<file path="config.mk">
export PLATFORM = sky130hd
export DESIGN_NAME = int_ctrl
export DESIGN_NICKNAME = d
export VERILOG_FILES = /design/src/rtl/int_ctrl.sv
export SDC_FILE = /design/constraint.sdc
export NUM_CORES = 1
export LEC_CHECK = 0
export ABC_AREA = 1
export CELL_PAD_IN_SITES_DETAIL_PLACEMENT = 1
export CELL_PAD_IN_SITES_GLOBAL_PLACEMENT = 2
export CORE_UTILIZATION = 26
export CTS_BUF_LIST = sky130_fd_sc_hd__clkbuf_8
export DETAILED_ROUTE_END_ITERATION = 16
export PLACE_DENSITY = 0.85
export SLEW_MARGIN = 20
export SYNTH_ARGS = -nofsm -noshare
export SYNTH_HDL_FRONTEND = slang
export SYNTH_SLANG_ARGS = --single-unit
</file>
<file path="constraint.sdc">
create_clock -name clk -period 2.6 [get_ports clk]
set_clock_uncertainty 0.05 [all_clocks]
set_input_delay 0.52 -clock clk [delete_from_list [all_inputs] [get_ports clk]]
set_output_delay 0.52 -clock clk [all_outputs]
set_load 0.02 [all_outputs]
</file>
<file path="src/rtl/int_ctrl.sv">
// Interrupt controller: edge-detected request flags, enable mask, priority select, irq held until ack.
// Optional round-robin priority when INT_CTRL_ROTATE_PRIO_EN is defined; fixed priority otherwise.
module int_ctrl #(
    parameter int unsigned NUM_SRC    = 5,
    parameter logic [15:0] VEC_BASE   = 16'h0040,
    parameter int unsigned VEC_STRIDE = 8
) (
    input  logic               clk,
    input  logic               rst,
    input  logic [NUM_SRC-1:0] hw_req,
    input  logic               flag_wr,
    input  logic               enable_wr,
    input  logic [NUM_SRC-1:0] wr_data,
    output logic [NUM_SRC-1:0] flag,
    output logic [NUM_SRC-1:0] enable,
    output logic               irq,
    output logic [2:0]         irq_id,
    output logic [15:0]        irq_vec,
    input  logic               irq_ack
);

    localparam logic [0:0] IDLE    = 1'b0;
    localparam logic [0:0] PENDING = 1'b1;

    logic [NUM_SRC-1:0]   flag_q, flag_d;
    logic [NUM_SRC-1:0]   enable_q, enable_d;
    logic [NUM_SRC-1:0]   prev_q, prev_d;
    logic [0:0]           state_q, state_d;
    logic                 irq_q, irq_d;
    logic [2:0]           irq_id_q, irq_id_d;
    logic [15:0]          irq_vec_q, irq_vec_d;

    logic [NUM_SRC-1:0]   rise;
    logic [NUM_SRC-1:0]   active;
    logic [NUM_SRC-1:0]   ack_clr;
    logic [NUM_SRC-1:0]   id_onehot;
    logic [2*NUM_SRC-1:0] rot;
    logic                 found;
    logic [2:0]           win_id;
    logic [15:0]          win_vec;
    logic                 ack_fire;
    logic [2:0]           rr_cur;

`ifdef INT_CTRL_ROTATE_PRIO_EN
    logic [2:0] rr_q, rr_d;

    always_comb begin
        rr_d = rr_q;
        if (ack_fire) begin
            rr_d = 3'((32'(irq_id_q) + 32'd1) % NUM_SRC);
        end
    end

    always_ff @(posedge clk or posedge rst) begin
        if (rst) begin
            rr_q <= '0;
        end else begin
            rr_q <= rr_d;
        end
    end

    assign rr_cur = rr_q;
`else
    assign rr_cur = '0;
`endif

    assign rise     = hw_req & ~prev_q;
    assign active   = flag_q & enable_q;
    assign ack_fire = (state_q == PENDING) && irq_ack;

    // Rotating a doubled copy makes index 0 of rot correspond to rr_cur.
    always_comb begin
        rot     = {active, active} >> rr_cur;
        found   = 1'b0;
        win_id  = '0;
        for (int unsigned i = 0; i < NUM_SRC; i++) begin
            if (!found && rot[i]) begin
                found  = 1'b1;
                win_id = 3'((32'(rr_cur) + i) % NUM_SRC);
            end
        end
        win_vec = VEC_BASE + 16'(32'(win_id) * VEC_STRIDE);
    end

    always_comb begin
        id_onehot    = '0;
        id_onehot[0] = 1'b1;
        id_onehot    = id_onehot << irq_id_q;
    end

    always_comb begin
        state_d   = state_q;
        irq_d     = irq_q;
        irq_id_d  = irq_id_q;
        irq_vec_d = irq_vec_q;
        ack_clr   = '0;
        case (state_q)
            IDLE: begin
                if (|active) begin
                    irq_id_d  = win_id;
                    irq_vec_d = win_vec;
                    irq_d     = 1'b1;
                    state_d   = PENDING;
                end
            end
            PENDING: begin
                if (irq_ack) begin
                    ack_clr = id_onehot;
                    irq_d   = 1'b0;
                    state_d = IDLE;
                end else if ((active & id_onehot) == '0) begin
                    irq_d   = 1'b0;
                    state_d = IDLE;
                end
            end
            default: begin
                irq_d   = 1'b0;
                state_d = IDLE;
            end
        endcase
    end

    // A new rise is ORed in last so it survives a same-cycle write or ack clear.
    always_comb begin
        prev_d   = hw_req;
        flag_d   = ((flag_wr ? wr_data : flag_q) & ~ack_clr) | rise;
        enable_d = enable_wr ? wr_data : enable_q;
    end

    always_ff @(posedge clk or posedge rst) begin
        if (rst) begin
            flag_q    <= '0;
            enable_q  <= '0;
            prev_q    <= '0;
            state_q   <= IDLE;
            irq_q     <= 1'b0;
            irq_id_q  <= '0;
            irq_vec_q <= '0;
        end else begin
            flag_q    <= flag_d;
            enable_q  <= enable_d;
            prev_q    <= prev_d;
            state_q   <= state_d;
            irq_q     <= irq_d;
            irq_id_q  <= irq_id_d;
            irq_vec_q <= irq_vec_d;
        end
    end

    assign flag    = flag_q;
    assign enable  = enable_q;
    assign irq     = irq_q;
    assign irq_id  = irq_id_q;
    assign irq_vec = irq_vec_q;

endmodule

</file>
# After elaboration in Yosys (flattened, before gate mapping)
# Index checks and enable logic that the tools add are counted.
# W data, S select, Z words.
word_totals:
  wordCells: 50
  ff_bits: 36
classes:
  mux: 19
  shift: 1
  n_bitwise: 8
  n_eq_ne: 2
  add_sub_neg: 1
  reduce_logical: 12
op_table:
  columns: ["op", "count"]
  rows:
  - ["$and A5 B5 Y5", 4]
  - ["$mux W5", 3]
  - ["$mux W1", 11]
  - ["$not A5 Y5", 2]
  - ["$add A7 B6 Y8 const A", 1]
  - ["$logic_not A5 Y1", 1]
  - ["$or A5 B5 Y5", 1]
  - ["$reduce_or A5 Y1", 1]
  - ["$shl A1 B3 Y5 const A", 1]
  - ["$logic_and A1 B1 Y1", 4]
  - ["$logic_not A1 Y1", 4]
  - ["$mux W2", 2]
  - ["$pmux W1 S2", 2]
  - ["$reduce_and A2 Y1", 2]
  - ["$mux W3", 1]
  - ["$ne A3 B2 Y1 const B", 1]
  - ["$ne A2 B2 Y1 const B", 1]
  - ["$not A1 Y1", 1]

# Longest topological paths before layout
# Gate-level depths: netlist of run 1.
depth:
  word_depth: 15
  ltp_mapped: 6
  mapped_depth_nobuf: 6

# Worst setup path before layout of run 1
# Ideal clock, no wire load.
synth_path:
  kind: "in2reg"
  startpoint: "in flag_wr"
  endpoint: "reg flag_q[3] (netlist: flag[3])"
  arrival_time_ns: 1.153
  required_time_ns: 2.417
  setup_slack_ns: 1.264
  setup_time_ns: 0.133
  path_stages: 4
  cell_sequence: "buf_2 -> mux2_2 -> o31ai_1 -> o21ai_0"
synth_between:
  elab_chain_len: 3
synth_lines:
  columns: ["item", "line_no", "source"]
  rows:
  - ["start, declared", "11", "input logic flag_wr,"]
  - ["$mux W5", "126", "flag_d = ((flag_wr ? wr_data : flag_q) & ~ack_clr) | rise;"]
  - ["$and A5 B5 Y5", "126", null]
  - ["$or A5 B5 Y5", "126", null]
  - ["via flag_d[3]", "25", "logic [NUM_SRC-1:0] flag_q, flag_d;"]
  - ["end signal, assigned", "140", "flag_q <= flag_d;"]
  - ["end, declared", "25", null]
# The timed path passes the listed nets, and every way through them passes these cells.
# A chain may end at the register's enable or synchronous reset.

==> results.sh, run 1 <==
export IMPL_status="finished, final reports clean"
export IMPL_timing_final_crit_period_ps=2020
export IMPL_hold_viol_final=0
export IMPL_yosys_area_share_simple=0.164
export IMPL_core_area_um2=3770
export IMPL_cts_tree="done"
export IMPL_avgSynthCellArea_um2=8.57
export IMPL_grt_start_max_net_pins=22
export IMPL_grt_usage=0.128
export IMPL_yosysSeqAreaShare=0.502
export IMPL_io_pin_count=45
export IMPL_insertedDiodeCount=0
export IMPL_place_gp_congestion=0.842
export IMPL_grt_overflow=0
export IMPL_slowest_stage="clkdlybuf4s50_1"
export IMPL_dp_cells=196
export IMPL_grt_pass1_wl_um=4140
export IMPL_placementRows=22
export IMPL_synthMuxAreaShare=0.0215
export IMPL_finalSetupTns_ps=0
export IMPL_synthAdderAreaFrac=0
export IMPL_viasPerCell=4.28
export IMPL_drv_slew=0
export IMPL_worstSkewPairLatency_ps=260
export IMPL_yosys_warnings=0
export IMPL_htreeDepth=1
export IMPL_postCtsHoldBufs=0
export IMPL_layout_drive_gt1_share=0.0461
export IMPL_synth_seq_cells=21
export IMPL_crit_required_ps=2030
export IMPL_worstPathCellList="clkdlybuf4s50_1"
export IMPL_clockBufferDepth=2
export IMPL_antenna_found_initial=0
export IMPL_maxCapViolations=0
export IMPL_post_cts_resized=0
export IMPL_hp_class="flop to flop"
export IMPL_dpl_worst_slack_ps=665
export IMPL_tightest_slew_ps=816
export IMPL_synth_top_family_by_area="buffers and inverters"
export IMPL_critPathArrivalTime_ps=1450
export IMPL_path_max_fanout=9
export IMPL_fp_dieW_um=65.4
export IMPL_start_util=0.277
export IMPL_num_vias=856
export IMPL_nets=168
export IMPL_cts_root_buffer="clkbuf_8"
export IMPL_max_clock_freq_mhz=496
export IMPL_layout_cells_non_filler=200
export IMPL_dp_hpwl_um=1980
export IMPL_cts_setup_buffers=0
export IMPL_criticalPathCategory="flop to primary output"
export IMPL_die_y_um=65.4
export IMPL_wl_um=2420
export IMPL_syn_inst=122
export IMPL_synthesis_area_um2=1050
export IMPL_wl_per_cell_um=12.1
export IMPL_clock_sinks=21
export IMPL_synth_cell_types=19
export IMPL_synth_compound_area_frac=0.123
export IMPL_port_buffers=32
export IMPL_synth_xor_area_frac=0
export IMPL_path_clk_slew_ps=80
export IMPL_peakVddDrop_v=0.000202
export IMPL_cp_buffers_inverters=1
export IMPL_ant_nets=0
export IMPL_relSlewSlack=0.455
export IMPL_start_kind="flop"
export IMPL_end_kind="primary output"
export IMPL_critPathMaxStageDelay_ps=670
export IMPL_layout_setup_ws_ps=584
export IMPL_power_leakage_nw=0.659
export IMPL_drc=0
export IMPL_drt_pass1_iter_count=4
export IMPL_fin_crit_sh=0.775
export IMPL_initialDrtViolationCount=33
export IMPL_first_global_vias=883
export IMPL_die_area_um2=4280
export IMPL_rsz0062_at_grt="no"
export IMPL_syn_to_final_growth_pct=33.0
export IMPL_p_per_area_nw_per_um2=785
export IMPL_cpLargestDelayFamily="buffers and inverters"
export IMPL_cts_buffers_inserted=3
export IMPL_setup_viol=0
==> power breakdown <==
part           switching (mW)  total (mW)  internal [mW]
registers              0.0563       0.439          0.383
clock network           0.105       0.211          0.107
logic                   0.258       0.441          0.183
total                   0.419        1.09          0.673
==> through the flow <==
| step | util | total power [mW] | hold WS [ps] | cell area (um2) |
|---|---|---|---|---|
| floorplan | - | 0.724 | 350 | 1090 |
| global placement | 0.357 | 0.879 | 358 | 1350 |
| detailed placement | 0.357 | 0.893 | 374 | 1350 |
| CTS | 0.369 | 1.11 | 385 | 1390 |
| global route | 0.369 | 1.18 | 390 | 1390 |
| finish | 0.369 | 1.09 | 378 | 1390 |
==> metal layers <==
metal | vias up | wire [um] | GRT usage
met5 | - | 0 | 0
met4 | 0 | 13 | 0.0163
met3 | 2 | 96 | 0.0313
met2 | 22 | 1260 | 0.233
met1 | 414 | 1060 | 0.154
li1 | 418 | - | -
==> cells in the mapped netlist <==
master	count	area (um2)
conb_1	1	3.75
nand4_1	1	6.26
nor2_1	10	37.5
or2_1	1	6.26
or2_0	1	6.26
nand3_1	5	25.0
o21bai_1	1	7.51
nand2_1	22	82.6
mux2_2	2	22.5
inv_1	19	71.3
a21oi_2	1	8.76
a21oi_1	6	30.0
o21ai_0	8	40.0
nand3b_1	1	7.51
buf_4	15	113
dfrtp_1	21	526
o221ai_1	4	35.0
o31ai_1	1	7.51
buf_2	2	10.0
==> worst register-to-register path, delay by kind of cell (launching register included) <==
family / cells / cell delay [ps]
and+or+nand+nor: 4 / 620
DFF: 1 / 400
AOI/OAI and AO/OA: 1 / 120
==> layout make-up <==
type                            instances  area (um2)
Fill cell                             448        2380
Sequential cell                        21         526
Multi-Input combinational cell         76         368
Timing Repair Buffer                   32         320
Inverter                               19        71.3
Tap cell                               48        60.1
Clock buffer                            3        41.3
Clock inverter                          1        5.00
==> cells in the final DEF (no fill, tap or decap) <==
cell              n
nand3b_1          1
mux2_2            2
o221ai_1          4
nor2_1           10
o21ai_0           8
nand3_1           5
o21bai_1          1
or2_0             1
clkdlybuf4s50_1  32
nand2_1          22
inv_1            19
clkinv_2          1
a21oi_2           1
or2_1             1
conb_1           12
clkbuf_8          3
a21oi_1           6
nand4_1           1
o31ai_1           1
dfrtp_1          21
==> sequential cells by signal, summed over array words and instances (netlist names) <==
| signal | cells |
|---|---|
| flag | 5 |
| enable | 5 |
| state_q | 1 |
| prev_q | 5 |
| irq_id | 2 |
| irq | 1 |
| irq_vec | 2 |
==> worst paths after layout <==
kind                             from    endpoint  slack [ps]  cells past startpoint
hold / removal              prev_q[0]     flag[0]         380                      1
min in group asynchronous         rst   enable[2]         670                      2
hold reg to reg             prev_q[0]     flag[0]         380                      1
setup reg to reg            enable[2]  irq_vec[6]        1310                      5
max in group asynchronous         rst   enable[0]        1330                      2
setup / recovery           irq_vec[5]   irq_id[2]         580                      1
==> cells by family after synthesis <==
kind of cell	Yosys count
mux	2
compound gates	21
flops	21
other cells	1
simple gates	41
buf+inv	36
Note: power is estimated with default switching activity, not from simulation.
==> run 2, diff against run 1 <==
CORE_UTILIZATION = 21   (was 26)
PLACE_DENSITY = 0.74   (was 0.85)
clock period = 1.8 ns   (was 2.6 ns; I/O delays follow)
==> run 2 against run 1 <==
Compared with the run above:
- critical endpoint is now irq_vec[3]
- total power grew 47%
- design area is 3.8% higher
- clock power grew 52%
- utilization decreased by 6.5 points
- setup slack lost 510 ps
- via count grew 2.3%
- non-clock buffer count increased by 3
- critical path depth is the same
- highest routed layer unchanged
- largest cell class unchanged
- sequential share of layout area fell by 1.3 points
- cell count is 11% higher
- register-to-register slack lost 840 ps
- combinational power is 47% higher
==> results.sh, run 2 (synthesis gave the netlist of run 1 again) <==
export IMPL_final_cell_mix="clkdlybuf4s50_1, nand2_1, dfrtp_1"
export IMPL_placementRows=25
export IMPL_ant_nets=0
export IMPL_cpLargestDelayFamily="buffers and inverters"
export IMPL_p_per_area_nw_per_um2=1110
export IMPL_grt_overflow=0
export IMPL_cts_tree="done"
export IMPL_place_gp_congestion=0.865
export IMPL_setup_viol=0
export IMPL_grt_start_max_net_pins=22
export IMPL_cts_buffers_inserted=3
export IMPL_maxCapViolations=0
export IMPL_criticalPathCategory="flop to primary output"
export IMPL_cp_buffers_inverters=1
export IMPL_critPathMaxStageDelay_ps=630
export IMPL_viasPerCell=3.95
export IMPL_crit_required_ps=1390
export IMPL_status="finished, final reports clean"
export IMPL_timing_final_crit_period_ps=1730
export IMPL_layout_cells_non_filler=222
export IMPL_hp_class="primary input to asynchronous set/reset pin"
export IMPL_drv_slew=0
export IMPL_io_pin_count=45
export IMPL_insertedDiodeCount=0
export IMPL_nets=171
export IMPL_core_area_um2=4750
export IMPL_grt_usage=0.105
export IMPL_dpl_worst_slack_ps=223
export IMPL_finalSetupTns_ps=0
export IMPL_max_clock_freq_mhz=579
export IMPL_first_global_vias=863
export IMPL_htreeDepth=1
export IMPL_drt_pass1_iter_count=2
export IMPL_mostFrequentLayoutCell="clkdlybuf4s50_1"
export IMPL_end_kind="primary output"
export IMPL_port_buffers=32
export IMPL_wl_per_cell_um=11.8
export IMPL_syn_to_final_growth_pct=38.0
export IMPL_worstPathCellList="clkdlybuf4s50_1"
export IMPL_clock_sinks=21
export IMPL_cp_num_cells=1
export IMPL_seq_area_um2=527
export IMPL_num_vias=876
export IMPL_start_util=0.220
export IMPL_start_kind="flop"
export IMPL_initialDrtViolationCount=11
export IMPL_multi_input_area_um2=368
export IMPL_peakVddDrop_v=0.000308
export IMPL_grt_pass1_wl_um=4100
export IMPL_hold_viol_final=0
export IMPL_critPathArrivalTime_ps=1320
export IMPL_fin_crit_sh=0.959
export IMPL_antenna_found_initial=0
export IMPL_nFillCells=580
export IMPL_layout_setup_ws_ps=74.0
export IMPL_worstSkewPairLatency_ps=270
export IMPL_final_util=0.304
export IMPL_path_clk_slew_ps=80
export IMPL_drc=0
export IMPL_p_total_mw=1.60
export IMPL_cts_root_buffer="clkbuf_8"
export IMPL_dp_cells=218
export IMPL_path_max_fanout=5
export IMPL_fp_dieW_um=72.6
export IMPL_power_leakage_nw=0.707
export IMPL_slowest_stage="clkdlybuf4s50_1"
export IMPL_rr_worst_depth=5
export IMPL_die_area_um2=5270
export IMPL_die_y_um=72.6
export IMPL_postCtsHoldBufs=0
export IMPL_rsz0062_at_grt="no"
export IMPL_wl_um=2630
export IMPL_dp_hpwl_um=2120
export IMPL_clockBufferDepth=2
export IMPL_layout_drive_gt1_share=0.0710
## run 2: layout make-up
| type | count | share of cell area |
|---|---|---|
| clock buffer | 3 | 0.0286 |
| clock inverter | 1 | 0.00347 |
| inverter | 19 | 0.0494 |
| multi-input combinational | 76 | 0.255 |
| sequential | 21 | 0.365 |
| tap | 67 | 0.0581 |
| timing repair buffer | 35 | 0.241 |
## run 2: path summary, 6_finish.rpt
check                           from          to  slack [ps]
min reg2reg                prev_q[0]     flag[0]         370
max in group asynchronous        rst  irq_vec[5]        1100
min                              rst   enable[1]         370
max reg2reg                enable[1]  irq_vec[6]         470
max                        irq_id[0]  irq_vec[3]          70
min in group clk           prev_q[0]     flag[0]         370
## run 2: where the power goes
| part | switching, mW | internal (mW) |
|---|---|---|
| clock | 0.166 | 0.155 |
| combinational | 0.380 | 0.268 |
| sequential | 0.0809 | 0.554 |
| total | 0.627 | 0.976 |
## run 2: per-stage QoR
step | cell area (um2) | hold WS (ps)
floorplan | 1090 | 287
CTS | 1440 | 377
detailed placement | 1390 | 366
global route | 1440 | 384
global placement | 1390 | 355
finish | 1440 | 367
## run 2: repair_timing
| item | in CTS | in global routing |
|---|---|---|
| resized for setup | 1 | 2 |
| buffers inserted | 0 | 0 |
| pin swaps | 0 | 0 |
| endpoints found under the setup margin | 2 | 2 |
## run 2: metal layers
metal,routed length (um),up-vias,share of wire,GRT usage
met1,1090,424,0.42,0.116
li1,-,424,-,-
met5,0,-,0,0
met3,88,5,0.033,0.0166
met4,56,0,0.021,0.0588
met2,1390,23,0.53,0.192
